**src/rtl/cpr_pkg.sv**
```systemverilog
// Shared CPR definitions: sequencer state type and default timing constants,
// also used by the drug-delivery block.
package cpr_pkg;

    typedef enum logic [1:0] {
        IDLE      = 2'd0,
        COMPRESS  = 2'd1,
        VENTILATE = 2'd2,
        REASSESS  = 2'd3
    } cpr_state_t;

    localparam int DEF_CLK_PER_COMP    = 10;
    localparam int DEF_COMP_ON_CYCLES  = 5;
    localparam int DEF_COMPS_PER_SET   = 30;
    localparam int DEF_CLK_PER_BREATH  = 20;
    localparam int DEF_BREATHS_PER_SET = 2;
    localparam int DEF_SETS_PER_ROUND  = 5;
    localparam int DEF_REASSESS_CYCLES = 16;

    function automatic int max3(input int a, input int b, input int c);
        int m;
        m = (a > b) ? a : b;
        return (m > c) ? m : c;
    endfunction

    localparam int PCNT_W = $clog2(max3(DEF_CLK_PER_COMP, DEF_CLK_PER_BREATH,
                                        DEF_REASSESS_CYCLES));

endpackage

```
**src/rtl/cpr_compression_sequencer_timer.sv**
```systemverilog
// Shared period counter: counts 0..last_i and wraps, flags the terminal count
// and whether the count is still inside the "on" part of the period.
module cpr_period_timer
    import cpr_pkg::*;
#(
    parameter int W = PCNT_W
) (
    input  logic         clk,
    input  logic         rst,
    input  logic         load_i,
    input  logic [W-1:0] last_i,
    input  logic [W-1:0] thresh_i,
    output logic         tc_o,
    output logic         on_phase_o
);

    logic [W-1:0] pcnt_q;
    logic [W-1:0] pcnt_d;

    assign tc_o       = (pcnt_q == last_i);
    assign on_phase_o = (pcnt_q < thresh_i);

    always_comb begin
        pcnt_d = pcnt_q + W'(1);
        if (load_i || tc_o) begin
            pcnt_d = '0;
        end
    end

    always_ff @(posedge clk) begin
        if (rst) begin
            pcnt_q <= '0;
        end else begin
            pcnt_q <= pcnt_d;
        end
    end

endmodule

```
**src/rtl/cpr_compression_sequencer.sv**
```systemverilog
// Mechanical CPR sequencer: 30:2 compression/ventilation sets, a reassessment
// hold after each round, and graceful abort at the end of the running period.
module cpr_compression_sequencer
    import cpr_pkg::*;
#(
    parameter int CLK_PER_COMP    = DEF_CLK_PER_COMP,
    parameter int COMP_ON_CYCLES  = DEF_COMP_ON_CYCLES,
    parameter int COMPS_PER_SET   = DEF_COMPS_PER_SET,
    parameter int CLK_PER_BREATH  = DEF_CLK_PER_BREATH,
    parameter int BREATHS_PER_SET = DEF_BREATHS_PER_SET,
    parameter int SETS_PER_ROUND  = DEF_SETS_PER_ROUND,
    parameter int REASSESS_CYCLES = DEF_REASSESS_CYCLES
) (
    input  logic       clk,
    input  logic       rst,
    input  logic       cpr_activate,
    output logic       compression_out,
    output logic       ventilation_out,
    output logic [5:0] comp_count,
    output logic [3:0] set_count,
    output logic       busy,
    output logic       reassess_pulse
);

    localparam int PW = $clog2(max3(CLK_PER_COMP, CLK_PER_BREATH, REASSESS_CYCLES));

    cpr_state_t state_q, state_d;
    logic [5:0] comp_count_q, comp_count_d;
    logic [3:0] set_count_q, set_count_d;
    logic [2:0] bcnt_q, bcnt_d;
    logic       abort_q, abort_d;
    logic       comp_out_q, vent_out_q, busy_q, pulse_q;

    logic [PW-1:0] last;
    logic [PW-1:0] thresh;
    logic          tc;
    logic          on_phase;
    logic          abort_now;

    cpr_period_timer #(.W(PW)) u_timer (
        .clk        (clk),
        .rst        (rst),
        .load_i     (state_q == IDLE),
        .last_i     (last),
        .thresh_i   (thresh),
        .tc_o       (tc),
        .on_phase_o (on_phase)
    );

    // A drop of cpr_activate counts immediately, so a drop on the wrap cycle ends the run too.
    assign abort_now = abort_q | ~cpr_activate;

    always_comb begin
        state_d      = state_q;
        comp_count_d = comp_count_q;
        set_count_d  = set_count_q;
        bcnt_d       = bcnt_q;
        abort_d      = abort_q;
        last         = '0;
        thresh       = '0;
        unique case (state_q)
            IDLE: begin
                if (cpr_activate) begin
                    state_d = COMPRESS;
                end
            end
            COMPRESS: begin
                last    = PW'(CLK_PER_COMP - 1);
                thresh  = PW'(COMP_ON_CYCLES);
                abort_d = abort_now;
                if (tc) begin
                    if (abort_now) begin
                        state_d      = IDLE;
                        comp_count_d = '0;
                        set_count_d  = '0;
                        bcnt_d       = '0;
                        abort_d      = 1'b0;
                    end else if (comp_count_q == 6'(COMPS_PER_SET - 1)) begin
                        comp_count_d = '0;
                        state_d      = VENTILATE;
                    end else begin
                        comp_count_d = comp_count_q + 6'd1;
                    end
                end
            end
            VENTILATE: begin
                last    = PW'(CLK_PER_BREATH - 1);
                thresh  = PW'(CLK_PER_BREATH / 2);
                abort_d = abort_now;
                if (tc) begin
                    if (abort_now) begin
                        state_d      = IDLE;
                        comp_count_d = '0;
                        set_count_d  = '0;
                        bcnt_d       = '0;
                        abort_d      = 1'b0;
                    end else if (bcnt_q == 3'(BREATHS_PER_SET - 1)) begin
                        bcnt_d      = '0;
                        set_count_d = set_count_q + 4'd1;
                        state_d     = (set_count_q == 4'(SETS_PER_ROUND - 1)) ? REASSESS : COMPRESS;
                    end else begin
                        bcnt_d = bcnt_q + 3'd1;
                    end
                end
            end
            REASSESS: begin
                last = PW'(REASSESS_CYCLES - 1);
                if (tc) begin
                    set_count_d = '0;
                    state_d     = cpr_activate ? COMPRESS : IDLE;
                end
            end
            default: state_d = IDLE;
        endcase
    end

    always_ff @(posedge clk) begin
        if (rst) begin
            state_q      <= IDLE;
            comp_count_q <= '0;
            set_count_q  <= '0;
            bcnt_q       <= '0;
            abort_q      <= 1'b0;
            comp_out_q   <= 1'b0;
            vent_out_q   <= 1'b0;
            busy_q       <= 1'b0;
            pulse_q      <= 1'b0;
        end else begin
            state_q      <= state_d;
            comp_count_q <= comp_count_d;
            set_count_q  <= set_count_d;
            bcnt_q       <= bcnt_d;
            abort_q      <= abort_d;
            comp_out_q   <= (state_q == COMPRESS) && on_phase;
            vent_out_q   <= (state_q == VENTILATE) && on_phase;
            busy_q       <= (state_d != IDLE);
            pulse_q      <= (state_d == REASSESS) && (state_q != REASSESS);
        end
    end

    assign compression_out = comp_out_q;
    assign ventilation_out = vent_out_q;
    assign comp_count      = comp_count_q;
    assign set_count       = set_count_q;
    assign busy            = busy_q;
    assign reassess_pulse  = pulse_q;

endmodule

```
**config.mk**
```make
export PLATFORM = sky130hd
export DESIGN_NAME = cpr_compression_sequencer
export DESIGN_NICKNAME = d
export VERILOG_FILES = /design/src/rtl/cpr_pkg.sv /design/src/rtl/cpr_compression_sequencer_timer.sv /design/src/rtl/cpr_compression_sequencer.sv
export SDC_FILE = /design/constraint.sdc
export NUM_CORES = 1
export LEC_CHECK = 0
export BUFFER_PORTS_ARGS = -buffer_cell sky130_fd_sc_hd__buf_2
export CAP_MARGIN = 10
export CORE_MARGIN = 2
export CORE_UTILIZATION = 45
export CTS_CLUSTER_DIAMETER = 150
export DETAILED_ROUTE_END_ITERATION = 8
export HOLD_SLACK_MARGIN = 0.1
export PLACE_DENSITY = 0.64
export SETUP_SLACK_MARGIN = 0.5
export SLEW_MARGIN = 20
export SYNTH_ARGS = -nofsm -noshare
export SYNTH_HDL_FRONTEND = slang
export SYNTH_SLANG_ARGS = --single-unit
```
**constraint.sdc**
```tcl
create_clock -name clk -period 4.4 [get_ports clk]
set_input_delay 0.22 -clock clk [delete_from_list [all_inputs] [get_ports clk]]
set_output_delay 0.22 -clock clk [all_outputs]
set_load 0.02 [all_outputs]
```
==> results.toml, run 1 <==
[yosys]
ys_seq_elements = 25
synth_largest_area_cell = "dfxtp_1"
synthMuxAreaShare_pct = 0
synth_fa_ha_area_share_pct = 9.93
syn_area_um2 = 1510
synth_cells = 181
synth_nets = 196
synthDominantCellAreaShare_pct = 33.1
synth_compound_area_share_pct = 17.4
yosysUniqueCellTypes = 48
yosys-top-cells-area = "dfxtp_1, ha_1, nor2_1, a21oi_1, xor2_1"
yosys_warnings = 0
synth_simple_gate_area_share_pct = 27.5
synth_top_family_by_area = "simple AND/OR/NAND/NOR gates"
synth-xor-area-share_pct = 6.87
yosysSeqAreaShare_pct = 33.1
syn_area_per_cell_um2 = 8.35

[sta]
fin_crit_ns = 2.76
slew-limit-headroom_pct = 59.1
worstMarginPinSlew_ns = 0.611
fin_tns_setup_ns = 0
finClkSkew_ns = 0.00163
setup_viol = 0
rsz0062_at_grt = "false"
timing.final.max_slew_violations = 0
fin_crit_sh_pct = 62.7
maxClockFrequency_mhz = 363
hold_viol = 0

[setup_path]
cp.buffers_inverters = 1
critPathTopFamily = "simple AND/OR/NAND/NOR gates"
critPathSlowestCell = "nor3_4"
cp.arrival_ns = 3.02
crit_type = "flop to flop"
cp-start-kind = "flop"
worstSetupEndpointType = "flop"
cp_max_fo = 17
required_ns = 4.66
crit_chain = "inv_1 > ha_1 > or2_1 > o221ai_2 > nor3_4 > o21ai_2 > or4_1 > a21oi_1"
cp_slowest_stage_delay_ns = 0.57

[global_routing]
grt_pass1_wl_um = 5060
grt_use_total_pct = 17.6
antenna_found_initial = 0
first_global_vias = 1207
grt_overflow = 0
grt_max_degree = 18

[floorplan]
die_x_um = 62.0
fp-row-count = 21
fp.dieArea_um2 = 3840
core_area_um2 = 3280
die_y_um = 62.0
start_util_pct = 46.0
num_io_pins = 17

[power]
switching_power_mw = 0.140
p_leak_nw = 0.644
power_frac_seq_pct = 54.5
p_per_area_nw_per_um2 = 267
total_power_mw = 0.440
irDropWorstVdd_mv = 0.155
combinationalPowerShare_pct = 21.5
power_frac_clock_pct = 24.0
internal_power_mw = 0.300
swShare_pct = 31.8

[routing]
drc = 0
wl_per_cell_um = 13.0
drt_iter0_markers = 46
drt_wl_total_um = 3130
postRouteAntennaNets = 0
drt_pre_antenna_iters = 4
via_per_inst = 5.52
vias = 1331

[finish]
syn_to_final_growth_pct = 8.94
drive_above_1_share_pct = 14.4
antennaDiodeCount = 0
nets = 211

[clocking]
clk_pin_slew_ns = 0.14
clk_latency_ns = 0.32
cts_root_buf = "clkbuf_4"
cts_buffer_depth = 2
cts_buffers = 3
htree_num_levels = 1
cts_tree = "done"
holdBufCountCts = 0
numClockSinks = 25
cts_resized = 0
cts_setup_buffers = 0

[outcome]
outcome = "finished, final reports clean"

[place]
dp_hpwl_um = 2370
io_buffers = 16
gp_congestion = 0.889

[flow_run]
drv_cap = 0

[min_path]
hp-class = "primary input to flop"
-- routing by layer --
metal	wire, um	vias to the layer above	share of wire, %	track usage (%)
li1	-	667	-	-
met4	38	0	1.2	5.47
met1	1480	619	47	22.6
met3	147	5	4.7	3.52
met5	0	-	0	0
met2	1470	40	47	29.6
-- Yosys cell counts, drive strengths merged --
cell,n
or3,4
clkbuf,2
nor2b,3
nand2,11
o41ai,2
ha,12
o31ai,2
nor3,2
o22ai,1
nor3b,1
or4,2
or2,1
o221ai,1
xor2,7
a2111oi,1
o32a,1
o211ai,1
a21o,3
a21oi,14
xnor2,4
buf,4
or4b,1
nand4,4
nor4,2
or3b,1
o21ai,9
nor4bb,1
o32ai,1
nand3b,2
a221oi,1
nand2b,6
and2,5
inv,13
a211oi,2
a22o,1
dfxtp,25
nand3,7
nor2,20
and3,1
-- power groups by stage --
stage | clock network (mW) | registers (mW) | logic, mW
floorplan | 0 | 0.249 | 0.0684
global route | 0.120 | 0.242 | 0.104
finish | 0.106 | 0.240 | 0.0948
CTS | 0.110 | 0.240 | 0.0940
global placement | 0 | 0.244 | 0.0920
detailed placement | 0 | 0.245 | 0.0934
-- cell families (layout without fill, tap and decap cells) --
family,count (synthesis),after routing
xor+xnor,11,11
buf+inv,19,33
flops,25,25
compound gates,40,40
fa+ha+maj,12,12
simple gates,74,74
-- registers in the layout, indices dropped and copies added (netlist names) --
name             flops
comp_count           6
compression_out      1
set_count            4
state_q              2
ventilation_out      1
bcnt_q               3
abort_q              1
busy                 1
u_timer.pcnt_q       5
reassess_pulse       1
-- worst register-to-register path, delay by kind of cell, from the launching register on --
kind	cells	cell delay (ns)
AOI/OAI and AO/OA	3	0.52
adders and majority gates	1	0.42
buffers and inverters	1	0.12
DFF	1	0.38
and+or+nand+nor	3	1.26
-- layout make-up --
type	instances	area [um2]
inverters	13	48.8
clock inverters	1	5.00
repair buffers	16	80.1
clock buffers	3	22.5
flip-flops and latches	25	500
well taps	46	57.6
fillers	320	1640
multi-input cells	137	932
-- worst paths after layout --
kind	start	endpoint	slack, ns	depth (start not counted)
worst min-delay path	rst	bcnt_q[0]	0.26	2
worst min register to register	set_count[1]	set_count[1]	0.52	2
worst max register to register	state_q[1]	set_count[3]	1.64	8
worst max-delay path	state_q[1]	set_count[3]	1.64	8
-- metrics by stage --
stage                     util (%)  hold WS, ns  cells  cell area [um2]  setup slack [ns]
after detailed placement      49.3        0.504    237             1620              1.72
after CTS                     50.1        0.245    241             1650              1.68
final                         50.1        0.257    241             1650              1.64
after global routing          50.1        0.242    241             1650              1.44
after global placement        49.3        0.484    237             1620              1.87
after floorplan                  -        0.425    181             1510              2.25
-- placed cells by master, fill, tap and decap left out, types with 2 or more instances in the layout --
cell and n:
a211oi_1 2, a21o_1 3, a21oi_1 14, and2_1 5, buf_2 16, clkbuf_4 3, dfxtp_1 25, ha_1 12
inv_1 12, nand2_1 11, nand2b_1 6, nand3_1 6, nand3b_1 2, nand4_1 4, nor2_1 19, nor2b_1 3
o21ai_0 4, o21ai_1 4, o31ai_1 2, o41ai_1 2, or3_1 4, or4_1 2, xnor2_1 4, xor2_1 6
No activity file was read; power rests on OpenSTA's default activity.
==> inputs of run 2 (changes only) <==
PLACE_DENSITY = 0.66   (was 0.64)
clock period = 2.26 ns   (was 4.4 ns; I/O delays follow)
==> results.toml, run 2 (synthesized netlist as in run 1, its figures left out) <==
[outcome]
outcome = "finished, final reports clean"

[clocking]
clk_pin_slew_ns = 0.14
cts_buffers = 3
cts_tree = "done"
clk_latency_ns = 0.34
cts_root_buf = "clkbuf_4"
cts_buffer_depth = 2
htree_num_levels = 1
numClockSinks = 25
holdBufCountCts = 0

[global_routing]
grt_overflow = 0
grt_use_total_pct = 20.2
antenna_found_initial = 0
grt_max_degree = 15
grt_pass1_wl_um = 5810
first_global_vias = 1276

[setup_path]
required_ns = 2.49
timing.rr.start = "state_q[1]"
cp.arrival_ns = 2.33
crit_type = "flop to flop"
cp-startpoint = "state_q[1]"
worstSetupEndpointType = "flop"
cp_max_fo = 7
rrSetupSlack_ns = 0.16
cp-start-kind = "flop"

[sta]
timing.final.max_slew_violations = 0
hold_viol = 0
fin_tns_setup_ns = 0
rsz0062_at_grt = "true"
finClkSkew_ns = 0.00579
worstMarginPinSlew_ns = 0.366
fin_crit_ns = 2.10
slew-limit-headroom_pct = 75.4
setup_ws_ns = 0.155
maxClockFrequency_mhz = 475
fin_crit_sh_pct = 93.1
setup_viol = 0

[finish]
largest_reg_flops = 6
syn_to_final_growth_pct = 32.9
layout_common_cells = "dfxtp_1, buf_4, buf_2, nor2_1"
nets = 229
area.sequential_um2 = 508
antennaDiodeCount = 0
fill_cells = 270
layout_commonest_cell = "dfxtp_1"
multi_input_area_um2 = 1140
drive_above_1_share_pct = 35.2

[routing]
via_per_inst = 5.36
drt_pre_antenna_iters = 4
vias = 1389
drt_iter0_markers = 78
drt_wl_total_um = 3680
drc = 0
wl_per_cell_um = 14.2
postRouteAntennaNets = 0

[floorplan]
die_x_um = 62.0
num_io_pins = 17
core_area_um2 = 3280
start_util_pct = 46.0
fp-row-count = 21
fp.dieArea_um2 = 3840
die_y_um = 62.0

[min_path]
hp-class = "primary input to flop"
hp-start = "rst"

[power]
total_power_mw = 0.977
irDropWorstVdd_mv = 0.232
p_per_area_nw_per_um2 = 486
p_leak_nw = 0.773

[place]
io_buffers = 16
post-place-ws_ns = 0.0431
dp_hpwl_um = 2420
gp_congestion = 0.886

[flow_run]
drv_cap = 0
-- run 2: worst paths after layout --
path | to | cells after the start
max reg2reg | busy | 9
max | busy | 9
min reg2reg | set_count[3] | 2
min | state_q[1] | 2
-- run 2: critical path, stage by stage (launching register included) --
cell and delay, ns:
dfxtp_4 0.44, inv_6 0.06, ha_4 0.17, or2_4 0.24
o221ai_4 0.20, nor3_4 0.10, buf_4 0.15, nand2b_4 0.14
a221oi_4 0.33, o22ai_1 0.14
-- run 2: layout make-up --
cell class / count / area share (%)
tap: 46 / 2.87
timing repair buffer: 34 / 10.9
clock buffer: 4 / 1.31
inverter: 13 / 2.93
multi-input combinational: 137 / 56.7
sequential: 25 / 25.3
-- run 2: metal layers --
layer	track usage (%)	wire length [um]
met1	26.9	1650
met2	33.3	1880
met3	3.11	99
met4	6.99	50
met5	0	0
-- run 2: where the power goes --
part	switching [mW]	total (mW)	leakage, nW	internal (mW)
Sequential	0.0183	0.472	0.204	0.453
Clock	0.141	0.211	0.0150	0.0696
Combinational	0.159	0.294	0.554	0.135
Total	0.318	0.977	0.773	0.658
-- run 2: stage by stage --
stage               instances  hold WS (ns)  util [%]  area (um2)
finish                    259         0.154      61.1        2010
global route              259         0.158      61.1        2010
CTS                       254         0.143      58.1        1910
detailed placement        243         0.485      51.8        1700
global placement          243         0.473      51.8        1700
floorplan                 181         0.303         -        1560
-- run 2: what timing repair did --
item,4_1_cts,5_1_grt
buffers inserted,6,5
endpoints found under the setup margin,25,25
cloned,1,0
pin swaps,17,7
gates resized for setup,26,12
==> inputs of run 3 (changes only) <==
SYNTH_HIERARCHICAL = 1   (was not set)
==> results.toml, run 3 <==
[finish]
antennaDiodeCount = 0
syn_to_final_growth_pct = 38.1
fill_cells = 283
nets = 241
largest_reg_flops = 6
area.sequential_um2 = 508
drive_above_1_share_pct = 39.3
postLayoutCellArea_um2 = 2210
layout_commonest_cell = "dfxtp_1"
multi_input_area_um2 = 1250
layout_common_cells = "dfxtp_1, buf_2, buf_4, inv_1, nor2_1"

[yosys]
synth_largest_area_cell = "dfxtp_1"
yosysUniqueCellTypes = 52
synth_nets = 203
ys_dominant_reg_cell = "dfxtp_1"
yosys_warnings = 6
synth_cells = 187
yosysSeqAreaShare_pct = 31.3
synth.most_common_cell = "dfxtp_1"
synth.cells.most_frequent = "dfxtp_1, inv_1, nor2_1"
syn_area_um2 = 1600
synthArstFlopShare_pct = 0
synthDominantCellAreaShare_pct = 31.3
ys_seq_elements = 25
yosys-top-cells-area = "dfxtp_1, ha_1, inv_1, nor2_1, a21oi_1"
synth-edff-count = 0
syn_area_per_cell_um2 = 8.54

[routing]
wl_per_cell_um = 15.0
postRouteAntennaNets = 0
drt_iter0_markers = 51
vias = 1515
drt_wl_total_um = 4050
drc = 0
drt_pre_antenna_iters = 4
via_per_inst = 5.61

[outcome]
outcome = "finished, violations left"
violations = "setup timing"

[floorplan]
start_util_pct = 47.5
die_x_um = 63.6
die_y_um = 63.6
core_area_um2 = 3360
num_io_pins = 17
fp.dieArea_um2 = 4040
fp-row-count = 21

[power]
p_leak_nw = 0.885
irDropWorstVdd_mv = 0.216
p_per_area_nw_per_um2 = 463

[place]
dp_hpwl_um = 2650
placedInstanceArea_um2 = 1860
gp_congestion = 0.838
io_buffers = 16

[setup_path]
worstSetupEndpointType = "flop"
cp_max_fo = 4
crit_type = "flop to flop"
cp-start-kind = "flop"
cp.arrival_ns = 2.52
required_ns = 2.50

[global_routing]
antenna_found_initial = 0
grt_max_degree = 22
first_global_vias = 1478
grt_pass1_wl_um = 6530
grt_use_total_pct = 20.2
grt_overflow = 0

[clocking]
cts_tree = "done"
numClockSinks = 25
htree_num_levels = 1
cts_buffers = 3
clk_latency_ns = 0.32
cts_buffer_depth = 2
clk_pin_slew_ns = 0.13
holdBufCountCts = 0
cts_root_buf = "clkbuf_4"

[sta]
finClkSkew_ns = 0.00270
fin_tns_setup_ns = -0.0182
maxClockFrequency_mhz = 439
timing.final.max_slew_violations = 0
setup_viol = 1
rsz0062_at_grt = "true"
fin_crit_sh_pct = 101
slew-limit-headroom_pct = 66.4
setup_ws_ns = -0.0182
fin_crit_ns = 2.28
hold_viol = 0
worstMarginPinSlew_ns = 0.500

[flow_run]
drv_cap = 0

[min_path]
hp-class = "primary input to flop"
[run 3: cell count changes after synthesis, sizes merged, moves of 3 or more]
| cell | change |
|---|---|
| a311oi | +5 |
| a31oi | +5 |
| a21oi | -4 |
| and2 | -4 |
| and3b | +4 |
| inv | +4 |
| nand2 | -3 |
| nand2b | -3 |
| nor2 | -3 |
[run 3: power by group]
group / internal [mW] / switching [mW] / leakage (nW)
Clock: 0.0692 / 0.134 / 0.0150
Sequential: 0.451 / 0.0138 / 0.203
Combinational: 0.173 / 0.182 / 0.667
[run 3: timing repair]
item,CTS,global route
gates resized for setup,24,24
hold endpoints to repair,0,0
endpoints found under the setup margin,22,24
pin swaps,16,21
buffers inserted,9,2
[run 3: final timing paths]
kind / slack (ns) / cells after the start / from / to
worst max register to register: -0.02 / 10 / state_q[1] / reassess_pulse
worst min-delay path: 0.21 / 2 / rst / comp_count[1]
worst min register to register: 0.51 / 2 / comp_count[5] / comp_count[5]
worst max-delay path: -0.02 / 10 / state_q[1] / reassess_pulse
[run 3: worst max-delay path: stages (launching register included)]
cell and delay [ns]:
dfxtp_4 0.42, inv_4 0.06, ha_4 0.16, or2_4 0.23, xnor2_2 0.13, nand4_2 0.13
nor2_4 0.06, and3b_2 0.23, a21bo_1 0.17, a2111o_1 0.41, a311oi_2 0.20
[run 3: routing by layer]
metal	up-vias	track usage (%)	share of wire, %
met2	20	38.6	55
met3	7	2.68	1.7
met1	738	22.8	41
li1	750	-	-
met4	0	6.79	1.5
met5	-	0	0
[run 3: logic make-up (layout without fill, tap and decap cells)]
logic type | after synthesis | count (layout) | share of synthesized area, %
multiplexers | 1 | 1 | 0.626
other | 1 | 1 | 0.235
adder cells (fa/ha/maj) | 13 | 13 | 10.2
flip-flops | 25 | 25 | 31.3
buffers and inverters | 24 | 61 | 5.95
AND/OR/NAND/NOR | 67 | 67 | 24.6
XOR/XNOR | 10 | 10 | 5.95
AO/OA/AOI/OAI | 46 | 46 | 21.1
[run 3: final cells by class]
class                           count  share of cell area [%]
Sequential cell                    25                    23.0
Clock buffer                        4                    1.19
Inverter                           17                    3.23
Multi-Input combinational cell    138                    56.6
Timing Repair Buffer               40                    13.3
Tap cell                           46                    2.61
[run 3: metrics by stage]
stage          total power, mW  hold slack [ns]  utilization, %  setup WS [ns]  std cells
5_1_grt                   1.08            0.220            65.6        -0.0937        270
3_3_place_gp             0.702            0.482            55.2       -0.00946        255
6_report                  1.02            0.207            65.6        -0.0182        270
2_1_floorplan            0.641            0.287               -        -0.0642        187
4_1_cts                  0.962            0.199            61.2        -0.0432        268
3_5_place_dp             0.709            0.488            55.2         -0.124        255
